### src/rtl/axil_reg_pkg.sv
// Shared response codes and FSM state types for the
// AXI-Lite to register-port bridge.
package axil_reg_pkg;

  localparam logic [1:0] RESP_OKAY   = 2'b00;
  localparam logic [1:0] RESP_SLVERR = 2'b10;
  localparam logic [1:0] RESP_DECERR = 2'b11;

  typedef enum logic [1:0] {
    WR_IDLE,
    WR_ISSUE,
    WR_RESP
  } wr_state_t;

  typedef enum logic [1:0] {
    RD_IDLE,
    RD_ISSUE,
    RD_WAIT,
    RD_RESP
  } rd_state_t;

  function automatic int idx_width(input int n);
    return (n > 1) ? $clog2(n) : 1;
  endfunction

endpackage

### src/rtl/axil_addr_decode.sv
// Maps a byte address onto a port index and window offset,
// flagging addresses outside the populated windows.
module axil_addr_decode
  import axil_reg_pkg::*;
#(
  parameter int ADDR_WIDTH     = 32,
  parameter int NUM_PORTS      = 4,
  parameter int PORT_ADDR_BITS = 12,
  parameter int IDX_W          = idx_width(NUM_PORTS),
  parameter logic [ADDR_WIDTH-1:0] BASE_ADDR = '0
) (
  input  logic [ADDR_WIDTH-1:0]     addr,
  output logic [IDX_W-1:0]          idx,
  output logic [PORT_ADDR_BITS-1:0] offset,
  output logic                      err
);

  logic [ADDR_WIDTH-1:0] off;
  logic [ADDR_WIDTH-1:0] blk;

  assign off = addr - BASE_ADDR;
  assign blk = off >> PORT_ADDR_BITS;

  assign err = (addr < BASE_ADDR) ||
               (blk >= ADDR_WIDTH'(NUM_PORTS));

  assign idx    = blk[IDX_W-1:0];
  assign offset = addr[PORT_ADDR_BITS-1:0];

endmodule

### src/rtl/axil_to_reg_mux.sv
// AXI-Lite slave fanning single transactions out to
// NUM_PORTS simple register ports with decode/timeout errors.
module axil_to_reg_mux
  import axil_reg_pkg::*;
#(
  parameter int ADDR_WIDTH     = 32,
  parameter int DATA_WIDTH     = 32,
  parameter int NUM_PORTS      = 4,
  parameter int PORT_ADDR_BITS = 12,
  parameter logic [ADDR_WIDTH-1:0] BASE_ADDR = '0,
  parameter int TIMEOUT_CYCLES = 255
) (
  input  logic                      aclk,
  input  logic                      aresetn,

  input  logic                      s_axil_awvalid,
  output logic                      s_axil_awready,
  input  logic [ADDR_WIDTH-1:0]     s_axil_awaddr,
  input  logic [2:0]                s_axil_awprot,

  input  logic                      s_axil_wvalid,
  output logic                      s_axil_wready,
  input  logic [DATA_WIDTH-1:0]     s_axil_wdata,
  input  logic [DATA_WIDTH/8-1:0]   s_axil_wstrb,

  output logic                      s_axil_bvalid,
  input  logic                      s_axil_bready,
  output logic [1:0]                s_axil_bresp,

  input  logic                      s_axil_arvalid,
  output logic                      s_axil_arready,
  input  logic [ADDR_WIDTH-1:0]     s_axil_araddr,
  input  logic [2:0]                s_axil_arprot,

  output logic                      s_axil_rvalid,
  input  logic                      s_axil_rready,
  output logic [DATA_WIDTH-1:0]     s_axil_rdata,
  output logic [1:0]                s_axil_rresp,

  output logic [NUM_PORTS-1:0]      wen,
  output logic [PORT_ADDR_BITS-1:0] waddr,
  output logic [DATA_WIDTH-1:0]     wdata,
  output logic [DATA_WIDTH/8-1:0]   wbe,

  output logic [NUM_PORTS-1:0]      ren,
  output logic [PORT_ADDR_BITS-1:0] raddr,
  input  logic [NUM_PORTS-1:0]      rvalid,
  input  logic [NUM_PORTS*DATA_WIDTH-1:0] rdata,
  output logic [NUM_PORTS-1:0]      rdone
);

  localparam int STRB_W = DATA_WIDTH / 8;
  localparam int IDX_W  = idx_width(NUM_PORTS);
  localparam logic [15:0] TMO = 16'(TIMEOUT_CYCLES);

  logic unused_prot;
  assign unused_prot = ^{s_axil_awprot, s_axil_arprot};

  wr_state_t wr_state, wr_next;
  logic                  aw_done, w_done;
  logic                  aw_hs, w_hs;
  logic [ADDR_WIDTH-1:0] aw_addr;
  logic [DATA_WIDTH-1:0] w_data;
  logic [STRB_W-1:0]     w_strb;
  logic [IDX_W-1:0]      w_idx;
  logic                  w_err;

  axil_addr_decode #(
    .ADDR_WIDTH     (ADDR_WIDTH),
    .NUM_PORTS      (NUM_PORTS),
    .PORT_ADDR_BITS (PORT_ADDR_BITS),
    .IDX_W          (IDX_W),
    .BASE_ADDR      (BASE_ADDR)
  ) u_aw_dec (
    .addr   (aw_addr),
    .idx    (w_idx),
    .offset (waddr),
    .err    (w_err)
  );

  assign s_axil_awready = (wr_state == WR_IDLE) && !aw_done;
  assign s_axil_wready  = (wr_state == WR_IDLE) && !w_done;
  assign aw_hs = s_axil_awvalid && s_axil_awready;
  assign w_hs  = s_axil_wvalid && s_axil_wready;
  assign wdata = w_data;
  assign wbe   = w_strb;

  always_ff @(posedge aclk or negedge aresetn) begin
    if (!aresetn) begin
      wr_state <= WR_IDLE;
      aw_done  <= 1'b0;
      w_done   <= 1'b0;
      aw_addr  <= '0;
      w_data   <= '0;
      w_strb   <= '0;
    end else begin
      wr_state <= wr_next;
      if (aw_hs) begin
        aw_done <= 1'b1;
        aw_addr <= s_axil_awaddr;
      end
      if (w_hs) begin
        w_done <= 1'b1;
        w_data <= s_axil_wdata;
        w_strb <= s_axil_wstrb;
      end
      // Readies come back only once the response is taken
      if (wr_state == WR_RESP && s_axil_bready) begin
        aw_done <= 1'b0;
        w_done  <= 1'b0;
      end
    end
  end

  always_comb begin
    wr_next       = wr_state;
    wen           = '0;
    s_axil_bvalid = 1'b0;
    s_axil_bresp  = RESP_OKAY;
    unique case (wr_state)
      WR_IDLE: begin
        if ((aw_done || aw_hs) && (w_done || w_hs))
          wr_next = WR_ISSUE;
      end
      WR_ISSUE: begin
        if (!w_err)
          wen = NUM_PORTS'(1) << w_idx;
        wr_next = WR_RESP;
      end
      WR_RESP: begin
        s_axil_bvalid = 1'b1;
        s_axil_bresp  = w_err ? RESP_DECERR : RESP_OKAY;
        if (s_axil_bready)
          wr_next = WR_IDLE;
      end
      default: wr_next = WR_IDLE;
    endcase
  end

  rd_state_t rd_state, rd_next;
  logic                  ar_hs;
  logic [ADDR_WIDTH-1:0] ar_addr;
  logic [IDX_W-1:0]      r_idx;
  logic                  r_err;
  logic                  r_hit;
  logic                  tmo_hit;
  logic [15:0]           tmo_cnt;
  logic [DATA_WIDTH-1:0] r_slice;
  logic [DATA_WIDTH-1:0] rdata_q;
  logic [1:0]            rresp_q;

  axil_addr_decode #(
    .ADDR_WIDTH     (ADDR_WIDTH),
    .NUM_PORTS      (NUM_PORTS),
    .PORT_ADDR_BITS (PORT_ADDR_BITS),
    .IDX_W          (IDX_W),
    .BASE_ADDR      (BASE_ADDR)
  ) u_ar_dec (
    .addr   (ar_addr),
    .idx    (r_idx),
    .offset (raddr),
    .err    (r_err)
  );

  assign s_axil_arready = (rd_state == RD_IDLE);
  assign s_axil_rvalid  = (rd_state == RD_RESP);
  assign s_axil_rdata   = rdata_q;
  assign s_axil_rresp   = rresp_q;
  assign ar_hs   = s_axil_arvalid && s_axil_arready;
  assign r_hit   = rvalid[r_idx];
  assign tmo_hit = (tmo_cnt == TMO);
  assign r_slice = rdata[int'(r_idx)*DATA_WIDTH +: DATA_WIDTH];

  always_ff @(posedge aclk or negedge aresetn) begin
    if (!aresetn) begin
      rd_state <= RD_IDLE;
      ar_addr  <= '0;
      tmo_cnt  <= '0;
      rdata_q  <= '0;
      rresp_q  <= RESP_OKAY;
    end else begin
      rd_state <= rd_next;
      if (ar_hs)
        ar_addr <= s_axil_araddr;
      if (rd_state == RD_ISSUE) begin
        tmo_cnt <= '0;
        if (r_err) begin
          rdata_q <= '0;
          rresp_q <= RESP_DECERR;
        end
      end
      if (rd_state == RD_WAIT) begin
        if (r_hit) begin
          rdata_q <= r_slice;
          rresp_q <= RESP_OKAY;
        end else if (tmo_hit) begin
          rdata_q <= '0;
          rresp_q <= RESP_SLVERR;
        end else begin
          tmo_cnt <= tmo_cnt + 16'd1;
        end
      end
    end
  end

  always_comb begin
    rd_next = rd_state;
    ren     = '0;
    rdone   = '0;
    unique case (rd_state)
      RD_IDLE: begin
        // Late replies from timed-out reads are drained here
        rdone = rvalid;
        if (ar_hs)
          rd_next = RD_ISSUE;
      end
      RD_ISSUE: begin
        if (!r_err) begin
          ren     = NUM_PORTS'(1) << r_idx;
          rd_next = RD_WAIT;
        end else begin
          rd_next = RD_RESP;
        end
      end
      RD_WAIT: begin
        if (r_hit) begin
          rdone   = NUM_PORTS'(1) << r_idx;
          rd_next = RD_RESP;
        end else if (tmo_hit) begin
          rd_next = RD_RESP;
        end
      end
      RD_RESP: begin
        if (s_axil_rready)
          rd_next = RD_IDLE;
      end
      default: rd_next = RD_IDLE;
    endcase
  end

endmodule
### config.mk
export PLATFORM = sky130hd
export DESIGN_NAME = axil_to_reg_mux
export DESIGN_NICKNAME = d
export VERILOG_FILES = /design/src/rtl/axil_reg_pkg.sv /design/src/rtl/axil_addr_decode.sv /design/src/rtl/axil_to_reg_mux.sv
export SDC_FILE = /design/constraint.sdc
export NUM_CORES = 1
export LEC_CHECK = 0
export CAP_MARGIN = 15
export CORE_MARGIN = 2
export CORE_UTILIZATION = 42
export CTS_CLUSTER_SIZE = 24
export DETAILED_ROUTE_END_ITERATION = 8
export GPL_TIMING_DRIVEN = 0
export HOLD_SLACK_MARGIN = 0.02
export PLACE_DENSITY = 0.82
export REMOVE_ABC_BUFFERS = 1
export SLEW_MARGIN = 10
export SYNTH_ARGS = -nofsm -noshare
export SYNTH_HDL_FRONTEND = slang
export SYNTH_SLANG_ARGS = --single-unit
### constraint.sdc
create_clock -name aclk -period 3 [get_ports aclk]
set_input_delay 0.75 -clock aclk [delete_from_list [all_inputs] [get_ports aclk]]
set_output_delay 0.75 -clock aclk [all_outputs]
set_load 0.1 [all_outputs]
==> results of run 1 <==
[through the flow]
stage	util [%]	power [W]	setup TNS (ns)	worst slack, ns	area (um^2)
floorplan	-	0.0106	-92.81	-1.53	7240
global placement	61.9	0.0130	-872.67	-5.23	11000
CTS	66.5	0.0156	-2.09	-0.534	11900
detailed placement	62.8	0.0132	-11.30	-0.953	11200
global route	66.8	0.0162	-2.24	-0.577	11900
finish	66.8	0.0156	-2.03	-0.525	11900
[cell usage in the layout, fill, tap and decap left out, types with 4 or more instances in the layout]
master           count
a31oi_1              8
inv_1               11
ha_1                 5
or4_4                4
clkdlybuf4s50_1    332
nor2b_1              4
nand2b_1             5
nor4_1               6
and2_1               6
nor2_1               5
a21oi_1              7
a221o_1              5
buf_12               4
nor3_1               8
mux2_2             100
nor4_2               7
nand2_1             40
nand3_1             42
clkbuf_16           17
bufinv_16            4
dfrtp_1            154
mux4_2              33
buf_4                5
buf_2                4
o21ai_0             33
o21ai_1              5
buf_6                5
nand4_1              6
[cell type report]
| type | count | area [um^2] |
|---|---|---|
| clock buffers | 20 | 447 |
| flip-flops and latches | 156 | 3910 |
| repair buffers | 361 | 3650 |
| well taps | 229 | 287 |
| multi-input cells | 376 | 3400 |
| clock inverters | 12 | 185 |
| fillers | 1358 | 5920 |
| inverters | 11 | 41.3 |
[worst register-to-register path, cell delays in order, from the launching register on]
cell and delay [ns]:
dfrtp_2 0.68, buf_16 0.24, mux4_2 0.62, nand2b_1 0.45, o211ai_1 0.31, mux2_2 0.37
[cells by family (layout without fill, tap and decap cells)]
kind of cell,Yosys count,in the layout,share of synthesized area (%)
XOR/XNOR,2,2,0.231
adder cells (fa/ha/maj),5,5,0.825
multiplexers,135,135,24.9
AO/OA/AOI/OAI,77,77,6.40
flip-flops,156,156,51.5
AND/OR/NAND/NOR,157,157,11.1
buffers and inverters,72,404,4.98
[state kept, by name, indices dropped and copies added, names as in the netlist]
signal,count
ar_addr,32
w_done,1
wbe,4
wdata,32
tmo_cnt,16
wr_state,2
s_axil_rdata,32
rd_state,2
s_axil_rresp,2
aw_done,1
aw_addr,32
[cell usage after synthesis (2+ instances only)]
cell type    n
and3_1       2
nor3_1       8
nand4_1      6
or4_1        4
o21ai_1      6
clkbuf_1    17
buf_2       11
o21ai_0     33
or4_4        2
mux4_2      33
ha_1         5
a21oi_1      7
nand2_1     41
a31oi_1      8
inv_1       11
a22o_1       3
dfrtp_1    156
mux2_2     100
nor4_1      13
or3_1        3
and4_1       3
mux2i_1      2
nor2_1       6
nand2b_1     5
nand3_1     42
nor2b_1      5
a21boi_0     2
and2_1       9
o211ai_1     2
buf_4       25
a221o_1      5
o31ai_1      2
nor3_2       4
buf_1        8
[power breakdown]
group	internal [W]	leakage (nW)	switching (W)	total (W)
logic	0.00282	2.52	0.00671	0.00954
registers	0.00305	1.93	0.000666	0.00371
clock network	0.00143	0.311	0.000886	0.00232
total	0.00730	4.77	0.00827	0.0156
[what timing repair did]
item                                    CTS  global route
endpoints found under the setup margin   28            21
pin swaps                                 1             1
setup buffers                             2             2
hold endpoints to repair                  0             0
resized for setup                        86            22
hold buffers                              0             0
[worst max-delay path by stage]
stage | from | depth (start not counted) | endpoint | slack, ns
2_1_floorplan | aw_addr[30] | 4 | wen[2] | -1.53
3_3_place_gp | aresetn | 1 | s_axil_rdata[21] | -5.23
3_5_place_dp | ar_addr[20] | 5 | ren[2] | -0.95
4_1_cts | ar_addr[16] | 5 | ren[0] | -0.53
5_1_grt | ar_addr[14] | 5 | ren[0] | -0.58
6_report | ar_addr[14] | 5 | ren[0] | -0.53
[metal layers]
layer / routed length [um] / part of all wire (%) / track usage (%) / up-vias
met3: 1400 / 6.4 / 5.40 / 26
met2: 11500 / 52 / 41.2 / 279
li1: - / - / - / 2856
met1: 8720 / 40 / 28.1 / 3035
met5: 0 / 0 / 0 / -
met4: 444 / 2.0 / 8.11 / 0
==> flow_summary.ini, run 1 <==
[synthesis]
synthTopCellsByArea = dfrtp_1, mux2_2, mux4_2
syn_area_mm2 = 0.00758
syn_area_per_cell_um2 = 12.6
yosys_warnings = 0
synth.distinct_cells = 49
syn_inst = 604
synth-edff-count = 0
synthDominantCellAreaShare_pct = 51.5
synth_largest_area_cell = dfrtp_1
synthFlopType = dfrtp_1
async_reset_ff_share_pct = 100
seq_area_frac_synth_pct = 51.5
ys_ff_latch = 156

[cells_and_area]
instances_no_fill = 1165
area_growth_syn_to_layout_pct = 57.2
drive_above_1_share_pct = 23.1
fin_nets = 1173
n_antenna_cell = 0

[min_path]
hold_path.class = primary input to asynchronous set/reset pin

[placed_design]
numPortBuffers = 351
place.gp.congestion = 0.800
dp.cells = 1129
dpl.hpwl_mm = 16.5

[routing]
wl_per_cell_um = 18.9
viasPerCell = 5.32
drc = 0
drt_iter0_drc = 335
ant_nets = 0
wl_mm = 22.0
firstDrtPassIters = 5
num_vias = 6196

[critical_path]
worst-path-buf-inv = 1
crit_top_cell = or4_4
r2r_end = rd_state[1]
max_stage_delay_ns = 0.54
cpLargestDelayFamily = simple AND/OR/NAND/NOR gates
rrSetupSlack_ns = 0.22
worstSetupEndpointType = output pin
reg2reg_from = ar_addr[13]
rr_worst_depth = 5
cp.required_ns = 2.25
critPathSlowestCell = or4_4
crit_fanout = 4
cp.arrival_ns = 2.78
cp-start-kind = flip-flop
crit_type = flip-flop to output pin
path_cells = or4_4, or4_4, or4_4, nor3_4, buf_12

[floorplanning]
die-width_um = 138
dieArea_mm2 = 0.0191
start_util_pct = 42.5
die_y_um = 138
fp-row-count = 49
boundaryPins = 358
placeableCoreArea_mm2 = 0.0178

[sta]
fin_crit_ns = 3.53
hold_viol_final = 0
whs_ns = 0.244
fin_crit_sh_pct = 118
drv_slew = 0
relSlewSlack_pct = 27.9
finClkSkew_ns = 0.0102
rsz0062_at_grt = true
setup_violations = 4
max_freq_mhz = 284
worst_slew_pin_slew_ns = 1.08
fin_ws_ns = -0.525

[grt]
overflow = 0
grt_pass1_wl_mm = 35.1
grt_pass1_vias = 6450
grt_max_degree = 97
antenna_found_initial = 0
grt_usage_pct = 23.3

[clocking]
cts_max_level = 4
cts_buffers = 17
cts_tree = done
path_clk_slew_ns = 0.06
clockBufferDepth = 2
clkLatencyLatePin_ns = 0.42
ctsRootBufferMaster = clkbuf_16
cts_sinks = 156

[status]
violations = negative setup slack
status = finished, violations left

[run]
drv_cap = 0

[power_and_ir_drop]
vdd_drop_max_mv = 1.04
cellPowerDensity_mw_per_mm2 = 1310
leakage_nw = 4.77
No activity file was read; power rests on OpenSTA's default activity.
==> run 2, diff against run 1 <==
- MAX_ROUTING_LAYER: not set -> met4
==> run 2 against run 1 <==
Compared with the run above: the run still ends with negative setup slack left; die area unchanged; cell area unchanged; sequential power about the same; maximum frequency about the same; register-to-register slack about the same; total power about the same; critical path depth unchanged; global-route usage increased by 0.72 points; routed wire length decreased by 0.19%; first-iteration DRC count decreased by 0.90%; clock skew decreased by 0.00085 ns; critical path type unchanged; largest power group unchanged.
==> flow_summary.ini, run 2 (synthesis gave the netlist of run 1 again) <==
[routing]
viasPerCell = 5.34
drc = 0
drt_iter0_drc = 332
num_vias = 6217
wl_per_cell_um = 18.9
firstDrtPassIters = 4
ant_nets = 0
wl_mm = 22.0

[clocking]
cts_sinks = 156
cts_tree = done
clkLatencyLatePin_ns = 0.42
ctsRootBufferMaster = clkbuf_16
path_clk_slew_ns = 0.06
clockBufferDepth = 2
cts_buffers = 17
cts_max_level = 4

[floorplanning]
die-width_um = 138
start_util_pct = 42.5
die_y_um = 138
fp-row-count = 49
placeableCoreArea_mm2 = 0.0178
boundaryPins = 358
dieArea_mm2 = 0.0191

[sta]
fin_crit_ns = 3.53
drv_slew = 0
worst_slew_pin_slew_ns = 1.09
relSlewSlack_pct = 27.2
max_freq_mhz = 284
setup_violations = 4
hold_viol_final = 0
rsz0062_at_grt = true
finClkSkew_ns = 0.00932
fin_crit_sh_pct = 118
fin_ws_ns = -0.526

[min_path]
hold_path.class = primary input to asynchronous set/reset pin

[critical_path]
reg2reg_from = ar_addr[13]
rrSetupSlack_ns = 0.22
r2r_end = rd_state[1]
worst-path-buf-inv = 1
crit_fanout = 4
cp.required_ns = 2.25
worstSetupEndpointType = output pin
crit_top_cell = or4_4
rr_worst_depth = 5
max_stage_delay_ns = 0.54
cpLargestDelayFamily = simple AND/OR/NAND/NOR gates
cp.arrival_ns = 2.78
crit_type = flip-flop to output pin
critPathSlowestCell = or4_4
path_cells = or4_4, or4_4, or4_4, nor3_4, buf_12
cp-start-kind = flip-flop

[power_and_ir_drop]
vdd_drop_max_mv = 1.04
cellPowerDensity_mw_per_mm2 = 1310
finalPower_w = 0.0156
leakage_nw = 4.77

[cells_and_area]
regArea_mm2 = 0.00391
drive_above_1_share_pct = 23.1
area_growth_syn_to_layout_pct = 57.2
multi_input_comb_area_mm2 = 0.00340
fin_util_pct = 66.8
n_antenna_cell = 0
filler_cell_count = 1358
final_cell_mix = clkdlybuf4s50_1, dfrtp_1, mux2_2, nand3_1, nand2_1
layout_commonest_cell = clkdlybuf4s50_1
fin_nets = 1173

[grt]
grt_pass1_wl_mm = 35.0
use_met2_pct = 41.2
use_met1_pct = 28.2
overflow = 0
met3_usage_pct = 5.13
grt_usage_pct = 24.0
antenna_found_initial = 0
busiest_layer = met2
grt_max_degree = 97
grt_pass1_vias = 6463

[status]
violations = negative setup slack
status = finished, violations left

[placed_design]
numPortBuffers = 351
dpl.hpwl_mm = 16.5
place.gp.congestion = 0.812

[run]
drv_cap = 0
[run 2: cell counts in the layout (fill, tap and decap cells not counted)]
Identical to the previous run, type by type.
[run 2: per-layer routing]
| metal | routed length, um | up-vias |
|---|---|---|
| li1 | - | 2856 |
| met5 | 0 | - |
| met2 | 11400 | 264 |
| met3 | 1330 | 33 |
| met1 | 8730 | 3064 |
| met4 | 543 | 0 |
[run 2: repair_timing]
action / in CTS / in global routing
hold buffers: 0 / 0
setup buffers: 2 / 2
setup endpoints to repair: 28 / 21
gates resized for setup: 86 / 22
pin swaps: 1 / 1
[run 2: worst max path at each step]
| stage | cells after the start | start | to |
|---|---|---|---|
| 2_1_floorplan | 4 | aw_addr[30] | wen[2] |
| 4_1_cts | 5 | ar_addr[16] | ren[0] |
| 5_1_grt | 5 | ar_addr[14] | ren[0] |
| 3_3_place_gp | 1 | aresetn | s_axil_rdata[21] |
| 3_5_place_dp | 5 | ar_addr[20] | ren[2] |
| 6_report | 5 | ar_addr[14] | ren[0] |
[run 2: area by class of cell]
class	instances	area share [%]
Clock buffer	20	3.75
Clock inverter	12	1.55
Inverter	11	0.346
Multi-Input combinational cell	376	28.5
Sequential cell	156	32.8
Tap cell	229	2.40
Timing Repair Buffer	361	30.6
[run 2: metrics by stage]
step	instances	hold WS [ns]	TNS, ns	instance area [um^2]	worst slack, ns
after floorplan	543	0.454	-92.81	7240	-1.53
after global placement	1123	0.480	-872.67	11000	-5.23
after detailed placement	1129	0.487	-11.30	11200	-0.953
after CTS	1163	0.256	-2.09	11900	-0.534
after global routing	1165	0.278	-2.24	11900	-0.577
final	1165	0.240	-2.03	11900	-0.526
[run 2: power breakdown]
part | switching, W | leakage [nW] | internal [W] | total [W]
clock | 0.000888 | 0.311 | 0.00143 | 0.00232
combinational | 0.00671 | 2.52 | 0.00282 | 0.00953
sequential | 0.000665 | 1.93 | 0.00305 | 0.00371
